**config.mk**
```make
export PLATFORM = sky130hd
export DESIGN_NAME = restart_control
export DESIGN_NICKNAME = d
export VERILOG_FILES = /design/src/rtl/restart_control.sv
export SDC_FILE = /design/constraint.sdc
export NUM_CORES = 1
export LEC_CHECK = 0
export ABC_AREA = 0
export ABC_CLOCK_PERIOD_IN_PS = 2900
export BUFFER_PORTS_ARGS = -buffer_cell sky130_fd_sc_hd__buf_2
export CORE_UTILIZATION = 25
export CTS_CLUSTER_SIZE = 16
export DETAILED_ROUTE_END_ITERATION = 8
export GPL_ROUTABILITY_DRIVEN = 0
export RECOVER_POWER = 100
export SLEW_MARGIN = 20
export SYNTH_ARGS = -nofsm -noshare
export SYNTH_HDL_FRONTEND = slang
export SYNTH_SLANG_ARGS = --single-unit
```
**constraint.sdc**
```tcl
create_clock -name clock -period 2.9 [get_ports clock]
set_input_delay 0.145 -clock clock [delete_from_list [all_inputs] [get_ports clock]]
set_output_delay 0.145 -clock clock [all_outputs]
set_load 0.05 [all_outputs]
```
**src/rtl/restart_control.sv**
```systemverilog
// restart_control: drives the PSL RESTART sequence after a PAGED response.
//
// A PAGED response (while enabled) blocks upstream issue, and every PAGED/FLUSHED
// tag seen from then on is queued. Once the command tracker drains, a single
// RESTART command is issued (retried on any non-DONE answer). After DONE, the
// queued tags are streamed out for reissue, then the block returns to idle.
//
// Ports:
//   clock, rstn                  clock, asynchronous active-low reset
//   enabled_in                   job running; gates only the start of a sequence
//   response_valid_in/_tag_in/_code_in   PSL response, one cycle each
//   outstanding_count_in         commands in flight (excluding RESTART)
//   command_credit_in            a PSL command credit is available this cycle
//   restart_valid_out/_command_out/_tag_out   RESTART issue strobe and fields
//   command_block_out            upstream arbiter must hold off new commands
//   replay_valid_out/_tag_out, replay_ready_in   stream of tags to reissue
//   restart_error_out            sticky: [0] replay overflow, [1] RESTART not DONE
module restart_control #(
  parameter logic [7:0]  RESTART_TAG    = 8'hFF,
  parameter int unsigned REPLAY_DEPTH   = 32,
  parameter logic [12:0] RESTART_OPCODE = 13'h0001
) (
  input  logic        clock,
  input  logic        rstn,
  input  logic        enabled_in,
  input  logic        response_valid_in,
  input  logic [7:0]  response_tag_in,
  input  logic [7:0]  response_code_in,
  input  logic [7:0]  outstanding_count_in,
  input  logic        command_credit_in,
  output logic        restart_valid_out,
  output logic [12:0] restart_command_out,
  output logic [7:0]  restart_tag_out,
  output logic        command_block_out,
  output logic        replay_valid_out,
  output logic [7:0]  replay_tag_out,
  input  logic        replay_ready_in,
  output logic [1:0]  restart_error_out
);

  localparam int unsigned AW = $clog2(REPLAY_DEPTH);
  localparam logic [AW:0] FullCnt = REPLAY_DEPTH[AW:0];

  localparam logic [7:0] CodeDone    = 8'h00;
  localparam logic [7:0] CodeFlushed = 8'h06;
  localparam logic [7:0] CodePaged   = 8'h0A;

  typedef enum logic [2:0] {StIdle, StDrain, StIssue, StWait, StReplay} state_e;

  state_e        state_q, state_d;
  logic [AW-1:0] wr_ptr_q, wr_ptr_d;
  logic [AW-1:0] rd_ptr_q, rd_ptr_d;
  logic [AW:0]   count_q, count_d;
  logic [1:0]    err_q, err_d;
  logic          block_q;
  logic [7:0]    mem_q [REPLAY_DEPTH];

  logic is_restart_rsp, is_paged, is_flushed;
  logic push_req, push_ok, pop, full, empty, overflow;
  logic restart_issue;

  // RESTART_TAG responses never count as normal traffic.
  assign is_restart_rsp = response_valid_in && (response_tag_in == RESTART_TAG);
  assign is_paged   = response_valid_in && (response_tag_in != RESTART_TAG) &&
                      (response_code_in == CodePaged);
  assign is_flushed = response_valid_in && (response_tag_in != RESTART_TAG) &&
                      (response_code_in == CodeFlushed);

  // Idle only reacts to PAGED (and only when enabled); replay only re-enters on PAGED.
  always_comb begin
    push_req = 1'b0;
    unique case (state_q)
      StIdle:   push_req = enabled_in && is_paged;
      StReplay: push_req = is_paged;
      default:  push_req = is_paged || is_flushed;
    endcase
  end

  assign empty    = (count_q == '0);
  assign full     = (count_q == FullCnt);
  assign pop      = (state_q == StReplay) && !empty && replay_ready_in;
  // A full FIFO still accepts a push when a pop frees a slot in the same cycle.
  assign push_ok  = push_req && (!full || pop);
  assign overflow = push_req && full && !pop;

  always_comb begin
    wr_ptr_d = wr_ptr_q;
    rd_ptr_d = rd_ptr_q;
    count_d  = count_q;
    if (push_ok) wr_ptr_d = wr_ptr_q + 1'b1;
    if (pop)     rd_ptr_d = rd_ptr_q + 1'b1;
    unique case ({push_ok, pop})
      2'b10:   count_d = count_q + 1'b1;
      2'b01:   count_d = count_q - 1'b1;
      default: count_d = count_q;
    endcase
  end

  always_comb begin
    state_d       = state_q;
    restart_issue = 1'b0;
    err_d         = err_q;
    if (overflow) err_d[0] = 1'b1;
    unique case (state_q)
      StIdle: begin
        if (push_req) state_d = StDrain;
      end
      StDrain: begin
        // Wait for the tracker to drain and for the response stream to go quiet.
        if ((outstanding_count_in == 8'd0) && !push_req) state_d = StIssue;
      end
      StIssue: begin
        if (command_credit_in) begin
          restart_issue = 1'b1;
          state_d       = StWait;
        end
      end
      StWait: begin
        if (is_restart_rsp) begin
          if (response_code_in == CodeDone) begin
            state_d = StReplay;
          end else begin
            err_d[1] = 1'b1;
            state_d  = StIssue;
          end
        end
      end
      StReplay: begin
        if (is_paged) state_d = StDrain;
        else if (count_d == '0) state_d = StIdle;
      end
      default: state_d = StIdle;
    endcase
  end

  always_ff @(posedge clock or negedge rstn) begin
    if (!rstn) begin
      state_q  <= StIdle;
      wr_ptr_q <= '0;
      rd_ptr_q <= '0;
      count_q  <= '0;
      err_q    <= 2'b00;
      block_q  <= 1'b0;
    end else begin
      state_q  <= state_d;
      wr_ptr_q <= wr_ptr_d;
      rd_ptr_q <= rd_ptr_d;
      count_q  <= count_d;
      err_q    <= err_d;
      block_q  <= (state_d != StIdle);
    end
  end

  // Storage needs no reset: the pointers and occupancy define what is valid.
  always_ff @(posedge clock) begin
    if (push_ok) mem_q[wr_ptr_q] <= response_tag_in;
  end

  assign restart_valid_out   = restart_issue;
  assign restart_command_out = restart_issue ? RESTART_OPCODE : 13'd0;
  assign restart_tag_out     = restart_issue ? RESTART_TAG : 8'd0;
  assign command_block_out   = block_q;
  assign replay_valid_out    = (state_q == StReplay) && !empty;
  assign replay_tag_out      = replay_valid_out ? mem_q[rd_ptr_q] : 8'd0;
  assign restart_error_out   = err_q;

endmodule

```
==> results.yml <==
clocking:
  clock_path_buffers: 3
  htreeDepth: 1
  cts_tree: "built"
  clock_tree.root_cell: "clkbuf_16"
  clock_latency_ns: 0.57
  clk_pin_slew_worst_paths_ns: 0.06
  clkSinkCount: 278
  cts_buffers: 26
floorplan:
  core_mm2: 0.04528
  num_rows: 78
  boundaryPins: 64
  initial_core_util: 0.2528
  dieWidth_um: 216.0
  die_y_um: 216.0
  die_area_mm2: 0.04666
sta:
  setup_slack_ns: -0.09826
  layout_min_cycle_time_ns: 2.998
  clock-skew-final_ns: 0.02969
  post-route-period-util: 1.034
  slew_viol_final: 99
  maxSlewHeadroom: -0.02455
  worstMarginPinSlew_ns: 1.537
  hold_viol: 0
  finalSetupViolCount: 9
  max_freq_ghz: 0.3335
  rsz0062_at_grt: "true"
synthesis:
  yosys.cell_types.count: 51
  synthFlopType: "edfxtp_1"
  avgSynthCellArea_um2: 19.47
  netlist_instances: 588
  yosys_warnings: 0
  ys_async_sr_fraction: 0.07914
  ys_seq_area_frac: 0.7195
  netlist_area_mm2: 0.01145
  synth_edf_count: 256
  ys_ff_latch: 278
finish:
  syn_to_final_growth_pct: 20.92
  postLayoutCellArea_mm2: 0.01384
  post_layout_nonfiller_instances: 1322
  fillers: 4410
  layout.nets: 738
  drive_gt1_frac: 0.3269
  final_util: 0.3057
  num_antenna_cells: 0
  multiInputGateArea_mm2: 0.002927
  regArea_mm2: 0.008244
route:
  wl_per_cell_um: 19.51
  drt_wl_total_um: 25790
  drt_pass1_iterations: 6
  drc: 2
  vias: 5830
  viasPerCell: 4.410
  drtIter0Drc: 436
  postRouteAntennaNets: 0
run_status:
  violations: "design-rule violations, max-capacitance violations, max-slew violations, negative setup slack"
  status: "complete, but fails checks"
setup_path:
  r2r_slack_ns: 0
  path_max_fanout: 5
  cp_cell_sequence: "buf_12 > buf_16 > mux4_2 > mux4_2 > mux2i_1 > nor2_1 > buf_6"
  critPathKind: "register to primary output"
  end_kind: "primary output"
  slowest_stage: "mux4_2"
  critical_path_arrival_ns: 2.85
  critPathMaxStageDelay_ns: 0.55
  cp_top_family: "multiplexers"
  cp-start-kind: "register"
  cp_common_cell: "mux4_2"
  cp_num_buf_inv: 3
  crit_required_ns: 2.76
pwr:
  powerDensity_mw_per_mm2: 582.2
  peakVddDrop_mv: 0.4096
  p_total_w: 0.008060
  p_leak_nw: 4.433
global_routing:
  track_usage: 0.1115
  overflow: 0
  grt_max_degree: 45
  grt_antenna_before_repair: 0
  grt_pass1_wl_um: 39010
  grt_pass1_vias: 6004
placed_design:
  dp_hpwl_um: 16540
  placed_area_mm2: 0.01269
  place_inst: 1260
  dp_worst_setup_slack_ns: 0.1773
  io_buffers: 51
run:
  maxCapViolCount: 3
min_path:
  hold_path.class: "input port to register"
==> per-layer routing <==
metal | global-route usage | up-vias | wire length, um | part of all wire
met5 | 0 | - | 0 | 0
met4 | 0.03615 | 0 | 588 | 0.023
met3 | 0.01367 | 32 | 1125 | 0.044
met2 | 0.1822 | 136 | 12530 | 0.49
met1 | 0.1539 | 3085 | 11550 | 0.45
li1 | - | 2577 | - | -
==> kinds of logic after synthesis <==
group                      count (synthesis)  synth area share
DFF                                      278            0.7195
and+or+nand+nor                          113           0.04841
muxes                                     94            0.1706
buffers and inverters                     57           0.02798
AOI/OAI and AO/OA                         27           0.01749
xor gates and xnor gates                  12          0.009179
adders and majority gates                  6          0.006556
other                                      1         0.0003275
==> cell type report <==
cell class                 count  share of cell area
sequential                   278              0.5955
clock buffer                  36             0.05404
tap                          600             0.05423
multi-input combinational    264              0.2114
clock inverter                12             0.01003
timing repair buffer         128             0.07375
inverter                       4            0.001085
==> worst reg2reg max path, delay by kind of cell, from the launching register on <==
kind	cells	cell delay, ns
compound gates	3	0.80
mux	2	0.80
flops	1	0.49
buf+inv	1	0.44
simple gates	2	0.21
==> synth_stat cells (2+ instances only) <==
library cell	count	area share
buf_4	23	0.015
nand4_1	7	0.0038
buf_2	10	0.0044
xor2_1	5	0.0038
xnor2_1	7	0.0054
buf_1	3	0.00098
nor2_1	48	0.016
ha_1	6	0.0066
inv_1	4	0.0013
nand3_1	5	0.0022
mux2_4	2	0.0026
mux4_2	80	0.16
nand2_1	20	0.0066
o21ai_0	6	0.0026
nand2b_1	5	0.0027
or2_2	2	0.0011
dfrtp_1	22	0.048
edfxtp_1	256	0.67
nor3_1	5	0.0022
o211ai_1	2	0.0013
or3_1	2	0.0011
clkbuf_1	16	0.0052
nor2b_1	2	0.0011
a31oi_1	2	0.0011
mux2i_1	11	0.0096
nor3_2	2	0.0017
nand3b_1	4	0.0026
nor4_1	4	0.0022
a21oi_1	5	0.0022
==> cell usage in the layout, fill, tap and decap left out, drive strengths merged, types with 2 or more instances in the layout <==
| master | count |
|---|---|
| xor2 | 5 |
| buf | 97 |
| o211ai | 3 |
| edfxtp | 256 |
| a31oi | 2 |
| ha | 6 |
| nor2b | 2 |
| nand4 | 7 |
| nand3 | 5 |
| mux2i | 11 |
| conb | 12 |
| nand2 | 20 |
| nor2 | 49 |
| or3 | 2 |
| mux2 | 3 |
| nand2b | 5 |
| dfrtp | 22 |
| nor4 | 5 |
| o21ai | 6 |
| a21oi | 5 |
| clkinv | 9 |
| xnor2 | 7 |
| or2 | 2 |
| inv | 5 |
| bufinv | 2 |
| dlygate4sd3 | 7 |
| nor3 | 7 |
| nand3b | 4 |
| mux4 | 80 |
| clkbuf | 60 |
==> worst paths after layout <==
path                                             startpoint                          endpoint  cells after the start
setup / recovery                    rd_ptr_q[0]$_DFFE_PN0N_                 replay_tag_out[1]                      7
hold / removal                          response_code_in[3]              state_q[2]$_DFF_PN0_                      4
setup reg to reg                       state_q[0]$_DFF_PN0_       command_block_out$_DFF_PN0_                      8
hold reg to reg            restart_error_out[1]$_DFFE_PN0P_  restart_error_out[1]$_DFFE_PN0P_                      1
max in group asynchronous                              rstn           rd_ptr_q[0]$_DFFE_PN0N_                      2
min in group asynchronous                              rstn           wr_ptr_q[3]$_DFFE_PN0P_                      2
==> report_power, final <==
part	switching [W]	internal, W
registers	0.0000114	0.00439
clock network	0.00148	0.00200
logic	0.000148	0.0000418
total	0.00164	0.00642
==> per-stage QoR <==
| stage | TNS (ns) | hold slack [ns] |
|---|---|---|
| floorplan | 0 | -0.1506 |
| global placement | 0 | 0.1806 |
| detailed placement | 0 | 0.1892 |
| CTS | -0.9847 | 0.01656 |
| global route | -25.16 | 0.06109 |
| finish | -0.5653 | 0.03921 |
==> sequential cells by signal, indices dropped and copies added, names as in the netlist <==
register	flops
state_q	3
restart_error_out	2
count_q	6
wr_ptr_q	5
rd_ptr_q	5
command_block_out	1
mem_q	256
==> what timing repair did <==
action | in CTS | in global routing
pin swaps | 4 | 5
hold endpoints to repair | 31 | 0
buffers inserted | 2 | 0
resized for setup | 26 | 4
setup endpoints to repair | 8 | 10
hold buffers | 7 | 0
gates cloned | 4 | 1
(Power assumes the default switching activity.)
